<file path="config.mk">
export PLATFORM = sky130hd
export DESIGN_NAME = branch_resolve_unit
export DESIGN_NICKNAME = d
export VERILOG_FILES = /design/src/rtl/branch_resolve_unit_pkg.sv /design/src/rtl/branch_resolve_unit_bht_2bit.sv /design/src/rtl/branch_resolve_unit.sv
export SDC_FILE = /design/constraint.sdc
export NUM_CORES = 1
export LEC_CHECK = 0
export ABC_AREA = 1
export CAP_MARGIN = 20
export CORE_MARGIN = 8
export CORE_UTILIZATION = 41
export CTS_CLUSTER_DIAMETER = 100
export DETAILED_ROUTE_END_ITERATION = 10
export PLACE_DENSITY = 0.66
export SETUP_SLACK_MARGIN = 0.5
export SLEW_MARGIN = 20
export SYNTH_ARGS = -nofsm -noshare
export SYNTH_HDL_FRONTEND = slang
export SYNTH_HIERARCHICAL = 1
export SYNTH_SLANG_ARGS = --single-unit
</file>
<file path="constraint.sdc">
create_clock -name clk -period 5 [get_ports clk]
set_clock_uncertainty 0.1 [all_clocks]
set_input_delay 1 -clock clk [delete_from_list [all_inputs] [get_ports clk]]
set_output_delay 1 -clock clk [all_outputs]
set_load 0.02 [all_outputs]
</file>
<file path="src/rtl/branch_resolve_unit_pkg.sv">
// Shared types for the execute-stage branch resolve unit:
// funct3 codes, 2-bit counter encodings, FSM states.
package branch_resolve_unit_pkg;

  localparam logic [2:0] F3_BEQ  = 3'b000;
  localparam logic [2:0] F3_BNE  = 3'b001;
  localparam logic [2:0] F3_BLT  = 3'b100;
  localparam logic [2:0] F3_BGE  = 3'b101;
  localparam logic [2:0] F3_BLTU = 3'b110;
  localparam logic [2:0] F3_BGEU = 3'b111;

  typedef enum logic [1:0] {
    SNT = 2'b00,
    WNT = 2'b01,
    WT  = 2'b10,
    ST  = 2'b11
  } ctr_e;

  typedef enum logic [1:0] {
    IDLE,
    REDIRECT,
    FLUSH
  } state_e;

  function automatic ctr_e ctr_next(
    input ctr_e c,
    input logic t
  );
    if (t)
      return (c == ST) ? ST : ctr_e'(c + 2'd1);
    else
      return (c == SNT) ? SNT : ctr_e'(c - 2'd1);
  endfunction

endpackage

</file>
<file path="src/rtl/branch_resolve_unit_bht_2bit.sv">
// 2-bit saturating branch history table.
// Ports: rd_idx/rd_ctr comb read; wr_en/wr_idx/wr_taken update.
module bht_2bit
  import branch_resolve_unit_pkg::*;
#(
  parameter int IDX_W = 4
) (
  input  logic             clk,
  input  logic             rst_n,
  input  logic [IDX_W-1:0] rd_idx,
  output ctr_e             rd_ctr,
  input  logic             wr_en,
  input  logic [IDX_W-1:0] wr_idx,
  input  logic             wr_taken
);

  localparam int N = 1 << IDX_W;

  ctr_e mem [N];

  // Read straight from the array: a same-cycle
  // write is not yet visible, so fetch sees the
  // pre-update counter.
  assign rd_ctr = mem[rd_idx];

  always_ff @(posedge clk or negedge rst_n) begin
    if (!rst_n) begin
      for (int i = 0; i < N; i++)
        mem[i] <= WNT;
    end else if (wr_en) begin
      mem[wr_idx] <= ctr_next(mem[wr_idx], wr_taken);
    end
  end

endmodule

</file>
<file path="src/rtl/branch_resolve_unit.sv">
// Execute-stage branch resolve: taken decision, BHT training,
// mispredict redirect + timed flush, branch/mispredict counters.
module branch_resolve_unit
  import branch_resolve_unit_pkg::*;
#(
  parameter int IDX_W     = 4,
  parameter int FLUSH_CYC = 2
) (
  input  logic        clk,
  input  logic        rst_n,
  input  logic [31:0] if_pc,
  output logic        if_pred_taken,
  input  logic        ex_valid,
  input  logic        ex_is_branch,
  input  logic        ex_is_jump,
  input  logic [2:0]  ex_funct3,
  input  logic [31:0] ex_pc,
  input  logic [31:0] ex_target,
  input  logic        ex_pred_taken,
  output logic        BrUn,
  input  logic        BrEq,
  input  logic        BrLT,
  output logic        redirect_valid,
  output logic [31:0] redirect_pc,
  output logic        flush,
  output logic        illegal_br,
  output logic [31:0] br_count,
  output logic [31:0] mispred_count
);

  localparam int CW =
    (FLUSH_CYC > 1) ? $clog2(FLUSH_CYC) : 1;

  state_e        state;
  logic [CW-1:0] fcnt;
  logic          taken;
  logic          legal_f3;
  logic          resolve;
  logic          do_br;
  logic          do_ill;
  logic          mispred;
  ctr_e          rd_ctr;
  logic          unused_pc;

  assign unused_pc = ^{if_pc[31:IDX_W+2],
                       if_pc[1:0], ex_pc[1:0]};

  assign BrUn = (ex_funct3 == F3_BLTU) |
                (ex_funct3 == F3_BGEU);

  always_comb begin
    taken    = 1'b0;
    legal_f3 = 1'b1;
    unique case (ex_funct3)
      F3_BEQ:          taken = BrEq;
      F3_BNE:          taken = ~BrEq;
      F3_BLT, F3_BLTU: taken = BrLT;
      F3_BGE, F3_BGEU: taken = ~BrLT;
      default:         legal_f3 = 1'b0;
    endcase
    if (ex_is_jump)
      taken = 1'b1;
  end

  // Wrong-path instructions arrive while not IDLE
  // and must leave no trace.
  assign resolve = ex_valid &
                   (ex_is_branch | ex_is_jump) &
                   (state == IDLE);
  assign do_br   = resolve & ex_is_branch &
                   ~ex_is_jump & legal_f3;
  assign do_ill  = resolve & ex_is_branch &
                   ~ex_is_jump & ~legal_f3;
  assign mispred = ((resolve & ex_is_jump) | do_br) &
                   (taken != ex_pred_taken);

  bht_2bit #(.IDX_W(IDX_W)) u_bht (
    .clk      (clk),
    .rst_n    (rst_n),
    .rd_idx   (if_pc[IDX_W+1:2]),
    .rd_ctr   (rd_ctr),
    .wr_en    (do_br),
    .wr_idx   (ex_pc[IDX_W+1:2]),
    .wr_taken (taken)
  );

  assign if_pred_taken = rd_ctr[1];

  always_ff @(posedge clk or negedge rst_n) begin
    if (!rst_n) begin
      state          <= IDLE;
      fcnt           <= '0;
      redirect_valid <= 1'b0;
      redirect_pc    <= '0;
      flush          <= 1'b0;
      illegal_br     <= 1'b0;
      br_count       <= '0;
      mispred_count  <= '0;
    end else begin
      illegal_br     <= do_ill;
      redirect_valid <= 1'b0;
      if (do_br)
        br_count <= br_count + 32'd1;
      if (mispred)
        mispred_count <= mispred_count + 32'd1;
      unique case (state)
        IDLE: begin
          if (mispred) begin
            state          <= REDIRECT;
            redirect_valid <= 1'b1;
            flush          <= 1'b1;
            redirect_pc    <= taken ? ex_target
                                    : ex_pc + 32'd4;
          end
        end
        REDIRECT: begin
          if (FLUSH_CYC == 1) begin
            state <= IDLE;
            flush <= 1'b0;
          end else begin
            state <= FLUSH;
            fcnt  <= CW'(FLUSH_CYC - 1);
          end
        end
        FLUSH: begin
          fcnt <= fcnt - 1'b1;
          if (fcnt == CW'(1)) begin
            state <= IDLE;
            flush <= 1'b0;
          end
        end
        default: state <= IDLE;
      endcase
    end
  end

endmodule

</file>
==> results of run 1 <==
area by class of cell:
class                   count  area (sq um)  share of cell area
inverters                 139           522              0.0455
repair buffers            189          1870               0.163
flip-flops and latches    134          3370               0.294
diodes                      3          7.51            0.000655
clock buffers              20           467              0.0407
well taps                 275           344              0.0300
clock inverters            12           140              0.0122
multi-input cells        1062          4740               0.414
registers in the layout, summed over array words and instances, names as in the netlist:
register,cells
state,2
u_bht/mem,32
illegal_br,1
br_count,32
redirect_valid,1
fcnt,1
redirect_pc,32
mispred_count,32
flush,1
routing by layer:
metal | wire length [microns] | track usage
met5 | 0 | 0
met4 | 391 | 0.0596
met3 | 1570 | 0.0447
met2 | 12200 | 0.322
met1 | 12800 | 0.267
power by group through the flow:
stage	sequential [mW]	combinational (mW)	clock [mW]
final	1.54	1.43	1.30
after detailed placement	1.55	1.44	0
after global placement	1.55	1.41	0
after CTS	1.54	1.44	1.33
after floorplan	1.76	0.533	0
after global routing	1.57	1.57	1.38
how the worst max path moves through the flow:
| stage | start | endpoint | cells past startpoint |
|---|---|---|---|
| finish | if_pc[2] | if_pred_taken | 7 |
| global route | if_pc[2] | if_pred_taken | 7 |
| CTS | if_pc[2] | if_pred_taken | 7 |
| detailed placement | if_pc[2] | if_pred_taken | 7 |
| global placement | if_pc[2] | if_pred_taken | 7 |
| floorplan | if_pc[2] | if_pred_taken | 6 |
layout by cell type (no fill, tap or decap), drive strengths merged, types with 2 or more instances in the layout:
cell type / count
clkinvlp: 3
bufinv: 2
dfstp: 16
nand2: 627
nor3: 24
or2: 15
o21ai: 51
nand4: 18
ha: 7
xnor2: 11
inv: 143
buf: 11
nand3: 83
nand3b: 18
dfrtp: 118
o221ai: 3
diode: 3
nor2: 159
clkbuf: 20
clkdlybuf4s50: 178
clkinv: 3
xor2: 40
through the flow:
step | instance area (sq um) | std cells | utilization
3_5_place_dp | 10800 | 1799 | 0.514
3_3_place_gp | 10800 | 1799 | 0.514
5_1_grt | 11500 | 1834 | 0.543
4_1_cts | 11500 | 1831 | 0.543
2_1_floorplan | 8830 | 1368 | -
6_report | 11500 | 1834 | 0.543
worst max-delay path: cells and delay by family:
family / cells / cell delay (ns)
buffers and inverters: 3 / 1.42
AOI/OAI and AO/OA: 3 / 0.40
and+or+nand+nor: 1 / 0.09
==> impl_metrics.csv, run 1 <==
group,metric,value,unit
timing,rsz0062_at_grt,"false",
routing,vias,8997,
timing,finalSetupViolations,0,
logic_synthesis,synth.avg_cell_area,6.45,sq um
clock_tree,htree_levels,4,
setup_path,rr_worst_depth,13,
power_and_ir_drop,p_int,2.73,mW
setup_path,cp.required,3.90,ns
power_and_ir_drop,p_switching,1.54,mW
setup_path,endpoint_kind,"output port",
clock_tree,post_cts_resize_count,0,
setup_path,cpMostUsedCell,"clkdlybuf4s50_1",
setup_path,reg2reg_slack,2.29,ns
setup_path,worst_setup_path_start_kind,"primary input",
floorplanning,die_y,163,microns
power_and_ir_drop,design_power_total,4.27,mW
floorplanning,dieWidth,163,microns
hold_path,min_from,"u_bht/mem[2]",
place,dp_slack,0.990,ns
finish,fin_nets,1657,
clock_tree,cts.sinks,134,
timing,whs,0.366,ns
setup_path,r2r-start,"state[0]",
hold_path,hold_end,"u_bht/mem[2]",
power_and_ir_drop,p_clk_frac,0.304,
grt,antenna_found_initial,3,
place,port_buffers,179,
power_and_ir_drop,p_leak,5.39,nW
flow_run,maxCapViolations,0,
floorplanning,start_util,0.419,
logic_synthesis,syn_inst,1368,
setup_path,r2r_end,"state[0]",
timing,finalWorstSetupSlack,0.984,ns
grt,grt_util_all_layers,0.201,
setup_path,cpPeakStageDelay,0.61,ns
clock_tree,path_clk_slew,0.06,ns
timing,fin_crit_sh,0.803,
timing,max_slew.worst_pin.slew,0.759,ns
clock_tree,cts_tree,"built",
power_and_ir_drop,power_density,372,nW/um^2
routing,postRouteAntennaNets,0,
finish,drive_above_1_share,0.0514,
clock_tree,root_buffer,"clkbuf_16",
power_and_ir_drop,ir_drop,0.246,mV
setup_path,worstPathArrival,2.92,ns
timing,fin_crit,4.02,ns
routing,wl,26900,microns
routing,wl_per_cell,14.7,microns
outcome,status,"finished, final reports clean",
floorplanning,rows,53,
floorplanning,ios,208,
routing,drtIter0Drc,601,
finish,nFillCells,2026,
clock_tree,cts_setup_buffers,0,
clock_tree,clk_path_buf_depth,2,
grt,grt_pass1_wl,43300,microns
timing,drv_slew,0,
clock_tree,clk_latency,0.42,ns
power_and_ir_drop,netSwitchingFraction,0.360,
place,gp_congestion,0.899,
hold_path,min_path_cells,2,
hold_path,min_path_type,"reg2reg",
setup_path,slowest_stage,"clkdlybuf4s50_1",
timing,fmax,0.249,GHz
clock_tree,ctsHoldBuffers,0,
grt,grt_overflow,0,
routing,firstDrtPassIters,5,
logic_synthesis,synth_area,8830,sq um
timing,tns,0,ns
timing,maxSlewHeadroom,0.494,
grt,grt_max_degree,81,
routing,drc,0,
finish,area_delta_synth_final,29.8,%
setup_path,crit_type,"in2out",
floorplanning,fp.coreArea,21100,sq um
floorplanning,design.die.area,26500,sq um
routing,vias_per_cell,4.91,
setup_path,path_cells,"clkdlybuf4s50_1 > inv_1 > o21ai_0 > o221ai_1 > o211ai_1 > nand2_1 > clkdlybuf4s50_1",
clock_tree,cts-buffers-inserted,17,
logic_synthesis,syn_nets,1482,
power_and_ir_drop,power.share.sequential,0.361,
place,dpl.hpwl,20000,microns
setup_path,path_max_fanout,9,
timing,hold_viol,0,
logic_synthesis,yosysWarnings,6,
grt,grt_pass1_vias,8469,
power_and_ir_drop,combPwrFrac,0.335,
Power figures use the tool's default switching activity.
==> inputs of run 2 (changes only) <==
PLACE_DENSITY = 0.68   (was 0.66)
clock period = 3.4 ns   (was 5 ns; I/O delays follow)
==> impl_metrics.csv, run 2 (synthesized netlist as in run 1, its figures left out) <==
group,metric,value,unit
clock_tree,path_clk_slew,0.06,ns
setup_path,path_max_fanout,8,
setup_path,r2r-start,"state[0]",
grt,antenna_found_initial,0,
power_and_ir_drop,ir_drop,0.403,mV
clock_tree,cts.sinks,134,
place,port_buffers,179,
finish,fin_nets,1665,
setup_path,worst_setup_path_start_kind,"primary input",
routing,firstDrtPassIters,7,
clock_tree,cts_setup_buffers,0,
timing,maxSlewHeadroom,0.568,
routing,wl,27700,microns
finish,diodes,0,
finish,final_common_cell,"nand2_1",
floorplanning,fp.coreArea,21100,sq um
timing,finalSetupViolations,0,
finish,area_delta_synth_final,30.2,%
clock_tree,root_buffer,"clkbuf_16",
grt,grt_overflow,0,
finish,layout_common_cells,"624 x nand2_1, 177 x clkdlybuf4s50_1, 157 x nor2_1, 131 x inv_1, 118 x dfrtp_1",
finish,fin_util,0.545,
timing,tns,0,ns
routing,vias_per_cell,4.94,
timing,rsz0062_at_grt,"false",
finish,drive_above_1_share,0.0569,
grt,grt_util_all_layers,0.208,
timing,drv_slew,0,
routing,drc,0,
routing,wl_per_cell,15.1,microns
setup_path,rr_worst_depth,12,
timing,hold_viol,0,
clock_tree,clk_path_buf_depth,2,
timing,max_slew.worst_pin.slew,0.648,ns
routing,drtIter0Drc,684,
grt,grt_pass1_wl,44600,microns
setup_path,reg2reg_slack,1.13,ns
timing,fin_crit_sh,0.812,
routing,postRouteAntennaNets,0,
floorplanning,design.die.area,26500,sq um
power_and_ir_drop,power_density,538,nW/um^2
timing,fin_crit,2.76,ns
setup_path,endpoint_kind,"output port",
floorplanning,start_util,0.419,
setup_path,crit_type,"in2out",
routing,vias,9079,
floorplanning,die_y,163,microns
setup_path,r2r_end,"u_bht/mem[17]",
flow_run,maxCapViolations,0,
clock_tree,cts_tree,"built",
outcome,status,"finished, final reports clean",
place,dpl.hpwl,21000,microns
floorplanning,ios,208,
setup_path,cp.required,2.62,ns
hold_path,min_path_type,"in2async",
grt,grt_max_degree,66,
grt,grt_pass1_vias,8547,
floorplanning,dieWidth,163,microns
floorplanning,rows,53,
clock_tree,htree_levels,4,
place,gp_congestion,0.913,
clock_tree,cts-buffers-inserted,17,
clock_tree,clk_latency,0.43,ns
power_and_ir_drop,p_leak,5.42,nW
setup_path,worstPathArrival,1.98,ns
timing,fmax,0.362,GHz
==> run 2: worst max-delay path, cell delays in order <==
cell and delay, ns:
clkdlybuf4s50_1 0.46, buf_4 0.19, o21ai_0 0.16, o22ai_1 0.10, o211ai_1 0.16, nand2_1 0.07
buf_2 0.16
==> run 2: power by group <==
group / switching (mW) / internal (mW) / total [mW]
clock network: 0.748 / 1.05 / 1.79
logic: 1.22 / 0.914 / 2.13
registers: 0.292 / 1.97 / 2.26
==> run 2: worst max-delay path by stage <==
stage / from / endpoint / slack [ns]
floorplan: if_pc[2] / if_pred_taken / 1.22
global placement: if_pc[2] / if_pred_taken / 0.20
detailed placement: if_pc[2] / if_pred_taken / 0.24
CTS: if_pc[2] / if_pred_taken / 0.54
global route: if_pc[2] / if_pred_taken / 0.54
finish: if_pc[2] / if_pred_taken / 0.64
==> run 2: final cells by class <==
cell class | instances | area, sq um
Inverter | 139 | 522
Sequential cell | 134 | 3370
Fill cell | 2044 | 9600
Clock inverter | 11 | 103
Timing Repair Buffer | 197 | 1950
Clock buffer | 21 | 460
Multi-Input combinational cell | 1062 | 4740
Tap cell | 275 | 344
==> run 2: layer usage <==
layer	share of wire	vias to the layer above	track usage
met5	0	-	0
met4	0.020	0	0.0646
met3	0.060	42	0.0412
met2	0.46	280	0.333
met1	0.46	4163	0.277
li1	-	4594	-
==> run 2: through the flow <==
| stage | instance area (sq um) | setup slack (ns) | hold slack, ns | total power, mW | std cells |
|---|---|---|---|---|---|
| finish | 11500 | 0.640 | 0.155 | 6.19 | 1839 |
| global route | 11500 | 0.539 | 0.194 | 6.55 | 1839 |
| CTS | 11500 | 0.544 | 0.166 | 6.26 | 1839 |
| detailed placement | 10900 | 0.235 | 0.355 | 4.43 | 1807 |
| global placement | 10900 | 0.203 | 0.354 | 4.39 | 1807 |
| floorplan | 8830 | 1.22 | 0.284 | 3.38 | 1368 |
==> run 2: what timing repair did <==
item                       in CTS  in global routing
setup endpoints to repair       1                 17
gates resized for setup         4                  2
pin swaps                       0                  0
hold buffers                    0                  0
==> inputs of run 3 (changes only) <==
PLACE_DENSITY = 0.66   (was 0.68)
clock period = 2.6 ns   (was 3.4 ns; I/O delays follow)
==> impl_metrics.csv, run 3 (synthesized netlist as in run 1, its figures left out) <==
group,metric,value,unit
outcome,status,"finished, final reports clean",
routing,firstDrtPassIters,5,
floorplanning,start_util,0.419,
clock_tree,path_clk_slew,0.06,ns
timing,max_slew.worst_pin.slew,0.539,ns
clock_tree,clk_latency,0.42,ns
setup_path,reg2reg_slack,0.65,ns
setup_path,endpoint_kind,"output port",
power_and_ir_drop,ir_drop,0.480,mV
timing,hold_viol,0,
grt,grt_max_degree,62,
finish,fin_nets,1691,
clock_tree,cts_tree,"built",
clock_tree,cts.sinks,134,
setup_path,rr_worst_depth,11,
place,dpl.hpwl,20900,microns
floorplanning,die_y,163,microns
routing,wl_per_cell,14.8,microns
routing,m1WireLength,12600,microns
finish,finalNonFillerCells,1866,
grt,grt_overflow,0,
place,place_inst,1828,
timing,fin_crit_sh,0.811,
clock_tree,clk_path_buf_depth,2,
routing,vias,9163,
timing,tns,0,ns
setup_path,cp-endpoint,"if_pred_taken",
routing,postRouteAntennaNets,0,
finish,layout_common_cells,"619 x nand2_1, 145 x nor2_1, 126 x inv_1, 118 x dfrtp_1, 107 x clkdlybuf4s50_1",
setup_path,worst_setup_path_start_kind,"register",
setup_path,crit_start,"u_bht/mem[29]",
setup_path,path_max_fanout,3,
routing,drtIter0Drc,585,
floorplanning,dieWidth,163,microns
timing,drv_slew,0,
grt,grt_pass1_wl,44400,microns
grt,grt_util_all_layers,0.206,
grt,antenna_found_initial,1,
routing,vias_per_cell,4.91,
power_and_ir_drop,power_density,680,nW/um^2
setup_path,r2r-start,"state[0]",
timing,fin_crit,2.11,ns
timing,finalSetupViolations,0,
finish,final_common_cell,"nand2_1",
finish,drive_above_1_share,0.0950,
timing,fmax,0.475,GHz
routing,wl_met3,1770,microns
timing,maxSlewHeadroom,0.641,
hold_path,min_path_type,"reg2reg",
routing,wl,27600,microns
power_and_ir_drop,p_leak,6.05,nW
finish,area_delta_synth_final,34.9,%
place,port_buffers,179,
routing,top_layer,"met4",
floorplanning,ios,208,
floorplanning,design.die.area,26500,sq um
place,gp_congestion,0.886,
setup_path,crit_type,"reg2out",
clock_tree,root_buffer,"clkbuf_16",
power_and_ir_drop,design_power_total,8.09,mW
routing,drc,0,
floorplanning,fp.coreArea,21100,sq um
finish,fin_util,0.565,
setup_path,cp.required,1.98,ns
clock_tree,htree_levels,4,
setup_path,worstPathArrival,1.49,ns
setup_path,r2r_end,"redirect_pc[9]",
timing,rsz0062_at_grt,"true",
floorplanning,rows,53,
routing,wl_met2,12600,microns
flow_run,maxCapViolations,0,
clock_tree,cts-buffers-inserted,17,
grt,grt_pass1_vias,8717,
## run 3: cell types whose count changed in the layout (fill, tap and decap cells not counted), sizes merged
| cell | before | now |
|---|---|---|
| dlygate4sd3 | 0 | 1 |
| dlygate4sd2 | 0 | 49 |
| nand2 | 627 | 628 |
| clkdlybuf4s15 | 0 | 1 |
| diode | 0 | 1 |
| clkinv | 6 | 7 |
| inv | 140 | 142 |
| clkbuf | 21 | 22 |
| buf | 20 | 43 |
| dlymetal6s2s | 0 | 18 |
| clkinvlp | 3 | 2 |
| clkdlybuf4s50 | 177 | 107 |
## run 3: through the flow
step,setup WS (ns),instance area (sq um),hold WS (ns)
6_report,0.493,11900,0.366
5_1_grt,0.394,11900,0.378
4_1_cts,0.388,11700,0.367
3_5_place_dp,-0.265,11200,0.357
3_3_place_gp,-0.278,11200,0.355
2_1_floorplan,0.628,8830,0.124
## run 3: what timing repair did
action | 4_1_cts | 5_1_grt
pin swaps | 1 | 5
gates cloned | 0 | 2
hold buffers | 1 | 0
setup endpoints to repair | 124 | 109
resized for setup | 68 | 73
endpoints found under the hold margin | 51 | 0
buffers inserted | 0 | 2
## run 3: worst min-delay path by stage
stage / startpoint / to / cells after the start
finish: u_bht/mem[6] / u_bht/mem[6] / 2
global route: u_bht/mem[6] / u_bht/mem[6] / 2
CTS: u_bht/mem[6] / u_bht/mem[6] / 2
detailed placement: u_bht/mem[6] / u_bht/mem[6] / 2
global placement: u_bht/mem[18] / u_bht/mem[18] / 2
floorplan: rst_n / br_count[0] / 0
## run 3: power breakdown
part           leakage (nW)  switching (mW)  total (mW)  internal, mW
clock                 0.278           0.975        2.33          1.35
combinational          4.04            1.61        2.81          1.19
sequential             1.73           0.382        2.96          2.58
## run 3: metal layers
metal  GRT usage  vias to the layer above
li1            -                     4649
met1       0.274                     4207
met2       0.326                      260
met3      0.0430                       47
met4      0.0738                        0
met5           0                        -
## run 3: cell type report
class                           instances  area [sq um]
Sequential cell                       134          3370
Multi-Input combinational cell       1063          4880
Inverter                              139           531
Tap cell                              275           344
Fill cell                            2089          9180
Timing Repair Buffer                  222          2210
Clock inverter                         13           119
Antenna cell                            1          2.50
Clock buffer                           19           443
## run 3: worst max-delay path: stages (launching register included)
cell,delay (ns)
dfrtp_1,0.40
o21ai_1,0.15
o22ai_1,0.08
o211ai_1,0.20
nand2_2,0.09
buf_6,0.14
